`src/rtl/avmm_arb_pkg.sv`:
```
// Shared types and helpers for the two-requester Avalon-MM arbiter.
// No logic; types and constants only.
// Not applicable.
package avmm_arb_pkg;

    // Requester identifier: 0 = wordcopy master, 1 = dot-product master
    typedef logic req_id_t;

    localparam req_id_t REQ0 = 1'b0;
    localparam req_id_t REQ1 = 1'b1;

    // Width needed to hold an occupancy count from 0 up to max_out inclusive
    function automatic int cnt_width(input int max_out);
        return $clog2(max_out) + 1;
    endfunction

endpackage

```
`src/rtl/avmm_arb_resp_id_fifo.sv`:
```
// In-order record of which requester issued each outstanding read.
// Latency: dout shows the head combinationally; push/pop take effect at the clock edge.
// Backpressure: a push while full is accepted only together with a pop.
module resp_id_fifo
    import avmm_arb_pkg::*;
#(
    parameter int DEPTH = 8,
    parameter int CNT_W = cnt_width(DEPTH)
) (
    input  logic             clk,
    input  logic             rst,
    input  logic             push,
    input  logic             pop,
    input  req_id_t          din,
    output req_id_t          dout,
    output logic [CNT_W-1:0] count
);

    localparam int PTR_W = $clog2(DEPTH);

    req_id_t          mem [DEPTH];
    logic [PTR_W-1:0] wr_ptr;
    logic [PTR_W-1:0] rd_ptr;
    logic             full;
    logic             empty;
    logic             push_ok;
    logic             pop_ok;

    assign full    = (count == CNT_W'(DEPTH));
    assign empty   = (count == '0);
    assign pop_ok  = pop & ~empty;
    assign push_ok = push & (~full | pop_ok);
    assign dout    = mem[rd_ptr];

    // Storage write; contents need no reset because count gates every read
    always_ff @(posedge clk) begin
        if (push_ok) begin
            mem[wr_ptr] <= din;
        end
    end

    // Pointers wrap naturally because DEPTH is a power of two
    always_ff @(posedge clk) begin
        if (rst) begin
            wr_ptr <= '0;
            rd_ptr <= '0;
            count  <= '0;
        end else begin
            if (push_ok) begin
                wr_ptr <= wr_ptr + PTR_W'(1);
            end
            if (pop_ok) begin
                rd_ptr <= rd_ptr + PTR_W'(1);
            end
            count <= count + CNT_W'(push_ok) - CNT_W'(pop_ok);
        end
    end

endmodule

```
`src/rtl/avmm_master_arbiter.sv`:
```
// Round-robin share of one SDRAM Avalon-MM port between two masters, with in-order read return routing.
// Latency: zero-cycle command forwarding and zero-cycle readdata routing.
// Backpressure: grant locks while ds_waitrequest stalls; reads also stall when MAX_OUTSTANDING are in flight.
module avmm_master_arbiter
    import avmm_arb_pkg::*;
#(
    parameter int ADDR_W          = 32,
    parameter int DATA_W          = 32,
    parameter int MAX_OUTSTANDING = 8
) (
    input  logic              clk,
    input  logic              rst,
    input  logic [ADDR_W-1:0] m0_address,
    input  logic              m0_read,
    input  logic              m0_write,
    input  logic [DATA_W-1:0] m0_writedata,
    output logic              m0_waitrequest,
    output logic [DATA_W-1:0] m0_readdata,
    output logic              m0_readdatavalid,
    input  logic [ADDR_W-1:0] m1_address,
    input  logic              m1_read,
    input  logic              m1_write,
    input  logic [DATA_W-1:0] m1_writedata,
    output logic              m1_waitrequest,
    output logic [DATA_W-1:0] m1_readdata,
    output logic              m1_readdatavalid,
    output logic [ADDR_W-1:0] ds_address,
    output logic              ds_read,
    output logic              ds_write,
    output logic [DATA_W-1:0] ds_writedata,
    input  logic              ds_waitrequest,
    input  logic [DATA_W-1:0] ds_readdata,
    input  logic              ds_readdatavalid,
    output logic              resp_err
);

    localparam int CNT_W = cnt_width(MAX_OUTSTANDING);

    logic             rst_q;
    logic             in_rst;
    logic             req0;
    logic             req1;
    logic             locked;
    req_id_t          lock_id;
    req_id_t          last;
    req_id_t          grant;
    logic             gnt_vld;
    logic             cmd_ok;
    logic             sel_read;
    logic             sel_write;
    logic             blocked;
    logic             accept;
    logic             push;
    logic             pop;
    req_id_t          pop_id;
    logic [CNT_W-1:0] count;

    assign req0 = m0_read | m0_write;
    assign req1 = m1_read | m1_write;

    // Hold off all traffic for the reset cycle and the one after it
    always_ff @(posedge clk) begin
        rst_q <= rst;
    end
    assign in_rst = rst | rst_q;

    // Grant selection: a stalled command keeps its grant, otherwise round-robin on ties
    always_comb begin
        grant   = REQ0;
        gnt_vld = 1'b0;
        if (locked) begin
            grant   = lock_id;
            gnt_vld = 1'b1;
        end else if (req0 && req1) begin
            grant   = ~last;
            gnt_vld = 1'b1;
        end else if (req0) begin
            grant   = REQ0;
            gnt_vld = 1'b1;
        end else if (req1) begin
            grant   = REQ1;
            gnt_vld = 1'b1;
        end
    end

    assign cmd_ok    = gnt_vld & ~in_rst;
    assign sel_read  = (grant == REQ1) ? m1_read  : m0_read;
    assign sel_write = (grant == REQ1) ? m1_write : m0_write;

    // A response popping this cycle frees a slot, so a full tracker may still take a read
    assign pop     = ds_readdatavalid & (count != '0);
    assign blocked = sel_read & (count == CNT_W'(MAX_OUTSTANDING)) & ~pop;

    assign ds_read      = cmd_ok & sel_read & ~blocked;
    assign ds_write     = cmd_ok & sel_write;
    assign ds_address   = (grant == REQ1) ? m1_address   : m0_address;
    assign ds_writedata = (grant == REQ1) ? m1_writedata : m0_writedata;

    assign m0_waitrequest = ~(cmd_ok & (grant == REQ0)) | ds_waitrequest | blocked;
    assign m1_waitrequest = ~(cmd_ok & (grant == REQ1)) | ds_waitrequest | blocked;

    assign accept = (ds_read | ds_write) & ~ds_waitrequest;
    assign push   = ds_read & ~ds_waitrequest;

    // Read data is broadcast; only the valid strobe is steered to the issuing requester
    assign m0_readdata      = ds_readdata;
    assign m1_readdata      = ds_readdata;
    assign m0_readdatavalid = pop & (pop_id == REQ0) & ~in_rst;
    assign m1_readdatavalid = pop & (pop_id == REQ1) & ~in_rst;

    resp_id_fifo #(
        .DEPTH (MAX_OUTSTANDING),
        .CNT_W (CNT_W)
    ) u_fifo (
        .clk   (clk),
        .rst   (rst),
        .push  (push),
        .pop   (pop),
        .din   (grant),
        .dout  (pop_id),
        .count (count)
    );

    // Arbitration state: lock follows a stalled command, last follows each accept
    always_ff @(posedge clk) begin
        if (rst) begin
            locked  <= 1'b0;
            lock_id <= REQ0;
            last    <= REQ1;
        end else begin
            locked <= (ds_read | ds_write) & ds_waitrequest;
            if ((ds_read | ds_write) & ds_waitrequest) begin
                lock_id <= grant;
            end
            if (accept) begin
                last <= grant;
            end
        end
    end

    // Sticky flag for a response arriving with nothing outstanding
    always_ff @(posedge clk) begin
        if (rst) begin
            resp_err <= 1'b0;
        end else if (ds_readdatavalid && (count == '0)) begin
            resp_err <= 1'b1;
        end
    end

endmodule
```
`config.mk`:
```
export PLATFORM = sky130hd
export DESIGN_NAME = avmm_master_arbiter
export DESIGN_NICKNAME = d
export VERILOG_FILES = /design/src/rtl/avmm_arb_pkg.sv /design/src/rtl/avmm_arb_resp_id_fifo.sv /design/src/rtl/avmm_master_arbiter.sv
export SDC_FILE = /design/constraint.sdc
export NUM_CORES = 1
export LEC_CHECK = 0
export CORE_AREA = 2 2 116 118
export DETAILED_ROUTE_END_ITERATION = 12
export DIE_AREA = 0 0 118 120
export SYNTH_ARGS = -nofsm -noshare
export SYNTH_HDL_FRONTEND = slang
export SYNTH_SLANG_ARGS = --single-unit
```
`constraint.sdc`:
```
create_clock -name clk -period 2.81 [get_ports clk]
set_input_delay 0.4215 -clock clk [delete_from_list [all_inputs] [get_ports clk]]
set_output_delay 0.4215 -clock clk [all_outputs]
set_load 0.05 [all_outputs]
```
==> metrics.md <==
| Metric | Value |
|---|---|
| Worst r2r src | `u_fifo.count[2]` |
| Sink Count | `26` |
| Share of cells above drive strength 1 | `0.387` |
| Post-DP HPWL | `approximately 8900 um` |
| Actual slew at the worst max-slew pin | `0.637 ns` |
| PortBufs | `206` |
| WL per Instance | `around 17 um` |
| # rows | `42` |
| Die ar. | `14200 um2` |
| Minimum clock period | `approximately 2.7 ns` |
| First-pass GRT wire length | `14900 um` |
| H-tree levels | `1` |
| Fin nets | `approximately 600` |
| DRT iter0 DRCs | `35` |
| Pre-antenna DRT Iters | `4` |
| Final setup viols | `0` |
| DRC | `0` |
| Commonest non-fill, non-tap cell in the layout | `clkdlybuf4s50_1` |
| Clock transition at path regs | `0.06 ns` |
| Hold Path Origin | `resp_err` |
| Crit. Startpoint | `m0_read` |
| Post-DRT Antenna Nets | `0` |
| Placed Area | `4290 um2` |
| Clk pwr share | `0.136` |
| Layout Cells excl Fill | `582` |
| Syn Inst Count | `261` |
| Sw Share | `0.436` |
| Peak supply drop | `0.256 mV` |
| Max clock buf depth | `2` |
| CP endpoint kind | `output port` |
| Crit start category | `primary input` |
| Syn_nets | `438` |
| Worst Path Arrival | `between 2 and 2.5 ns` |
| Routability Congestion | `0.739` |
| Crit share post-route | `0.951` |
| Rel. slew slack | `0.572` |
| Max_cap viols | `0` |
| Via-to-Cell Ratio | `3.97` |
| GRT Overall Usage | `0.138` |
| Final core occ | `0.337` |
| Comb power frac | `0.650` |
| Max Slew Vio Count | `0` |
| Mapped cell area | `2550 um2` |
| Number of enable flip-flop cells after synthesis | `8` |
| Post-Place Worst Slack | `0.102 ns` |
| Post-synth cell types | `40` |
| Root buf cell | `clkbuf_16` |
| Power per Cell Area | `526 nW/um2` |
| Min-Delay Endpoint | `resp_err` |
| Clk Latency, worst-skew pair | `0.26 ns` |
| Die height | `around 120 um` |
| Core area | `13000 um2` |
| Reg2Reg Capture Point | `u_fifo.count[2]` |
| Yosys warning total | `0` |
| DP Cell Count | `578` |
| Vias in the first global route | `approximately 2.5k` |
| Most frequent cells in the layout | `clkdlybuf4s50_1, buf_4, mux2_2` |
| Primary FF master, synth | `dfxtp_1` |
| WS Path Type | `in2out` |
| Initial antenna violation count | `0` |
| Initial cell density of the core | `0.197` |
| Total wire length | `10100 um` |
| Status | `finished clean` |
| # hold bufs at CTS | `0` |
| Layout Skew | `0.00346 ns` |
| Total global routing overflow | `0` |
| Total power | `2.30 mW` |
| FMAX | `0.374 GHz` |
| Max FO, Critical Path | `35` |
| Total number of vias | `2313` |
| Setup TNS | `0 ns` |
| Internal power | `roughly 1.3 mW` |
| Pleak | `~1.7 nW` |
| CTS tree | `done` |
| Worst endpoint required time | `2.39 ns` |
| Switching pwr | `between 1 and 1.5 mW` |
| Min-delay worst type | `reg2reg` |
| Largest net degree at the start of global routing | `36` |
| Post-synthesis register bit count | `26` |
| RSZ-0062 raised after global routing | `no` |
| Area Growth Syn to Fin | `71.4%` |
| Hold path cells | `2` |
| Chip Width | `118 um` |
| # IOs | `303` |
| Reg-to-reg slack, setup | `0.65 ns` |
| Sequential share of power | `0.214` |
| R2R cell count | `10` |
| Fin. Hold Viols | `0` |
| Seq/Total Area, Yosys | `0.235` |
| Final setup margin | `0.137 ns` |
| Ant diodes | `0` |
| Hold WS | `0.475 ns` |
| CTS Buf Count | `3` |
| Design area | `4370 um2` |
| Synthesized area per cell | `9.78 um2` |
| FFs w/ async S/R, synth | `0` |
## critical path, cell delays in order
cell and delay, ns:
clkdlybuf4s50_1 0.53, o21ai_2 0.19, o211ai_1 0.14, nand2_4 0.14, buf_12 0.21, mux2_2 0.40, buf_4 0.20
## cells by family after synthesis
kind of cell,after synthesis,share of synthesized area
muxes,72,0.324
and+or+nand+nor,50,0.102
DFF,26,0.235
buffers and inverters,83,0.220
adders and majority gates,9,0.0471
AOI/OAI and AO/OA,16,0.0544
xor gates and xnor gates,5,0.0172
## routing by layer
layer,GRT usage,up-vias,share of wire
met5,0,-,0
met4,0.0331,0,0.0099
met3,0.0337,8,0.077
met2,0.264,153,0.55
met1,0.152,1022,0.36
li1,-,1130,-
## worst max-delay path by stage
stage / endpoint / slack, ns / cells after the start
finish: ds_writedata[6] / 0.14 / 7
global route: ds_writedata[6] / 0.02 / 7
floorplan: lock_id / 0.43 / 5
CTS: ds_writedata[6] / 0.1 / 7
detailed placement: u_fifo.count[2] / 0.10 / 9
global placement: ds_writedata[6] / 0.13 / 7
## power by group through the flow
| stage | Clock [mW] | Combinational (mW) | Sequential [mW] |
|---|---|---|---|
| 4_1_cts | 0.325 | 1.51 | 0.494 |
| 6_report | 0.313 | 1.50 | 0.492 |
| 2_1_floorplan | 0 | 1.20 | 0.506 |
| 3_3_place_gp | 0 | 1.50 | 0.498 |
| 3_5_place_dp | 0 | 1.50 | 0.500 |
| 5_1_grt | 0.337 | 1.59 | 0.502 |
## what timing repair did
item,in CTS,in global routing
setup endpoints to repair,0,1
hold endpoints to repair,0,0
gates resized for setup,0,1
buffers inserted,0,0
## cell usage after synthesis, drive strengths merged, types with 2 or more instances
cell | number | share of area
buf | 71 | 0.20
mux2 | 65 | 0.29
nor2 | 22 | 0.032
dfxtp | 18 | 0.14
nand2 | 11 | 0.016
inv | 10 | 0.015
edfxtp | 8 | 0.094
ha | 8 | 0.039
mux2i | 5 | 0.020
nand2b | 5 | 0.012
a21boi | 3 | 0.010
nor4 | 3 | 0.013
xnor2 | 3 | 0.010
a21oi | 2 | 0.0039
and3 | 2 | 0.0049
clkbuf | 2 | 0.0029
mux4 | 2 | 0.018
nor3 | 2 | 0.0083
o211ai | 2 | 0.0059
xor2 | 2 | 0.0069
## layout make-up
cell class | instances | area, um2
tap | 176 | 220
sequential | 26 | 601
multi-input combinational | 152 | 1400
clock inverter | 1 | 3.75
inverter | 10 | 37.5
timing repair buffer | 214 | 2030
fill | 1325 | 8610
clock buffer | 3 | 75.1
Note: power is estimated with default switching activity, not from simulation.
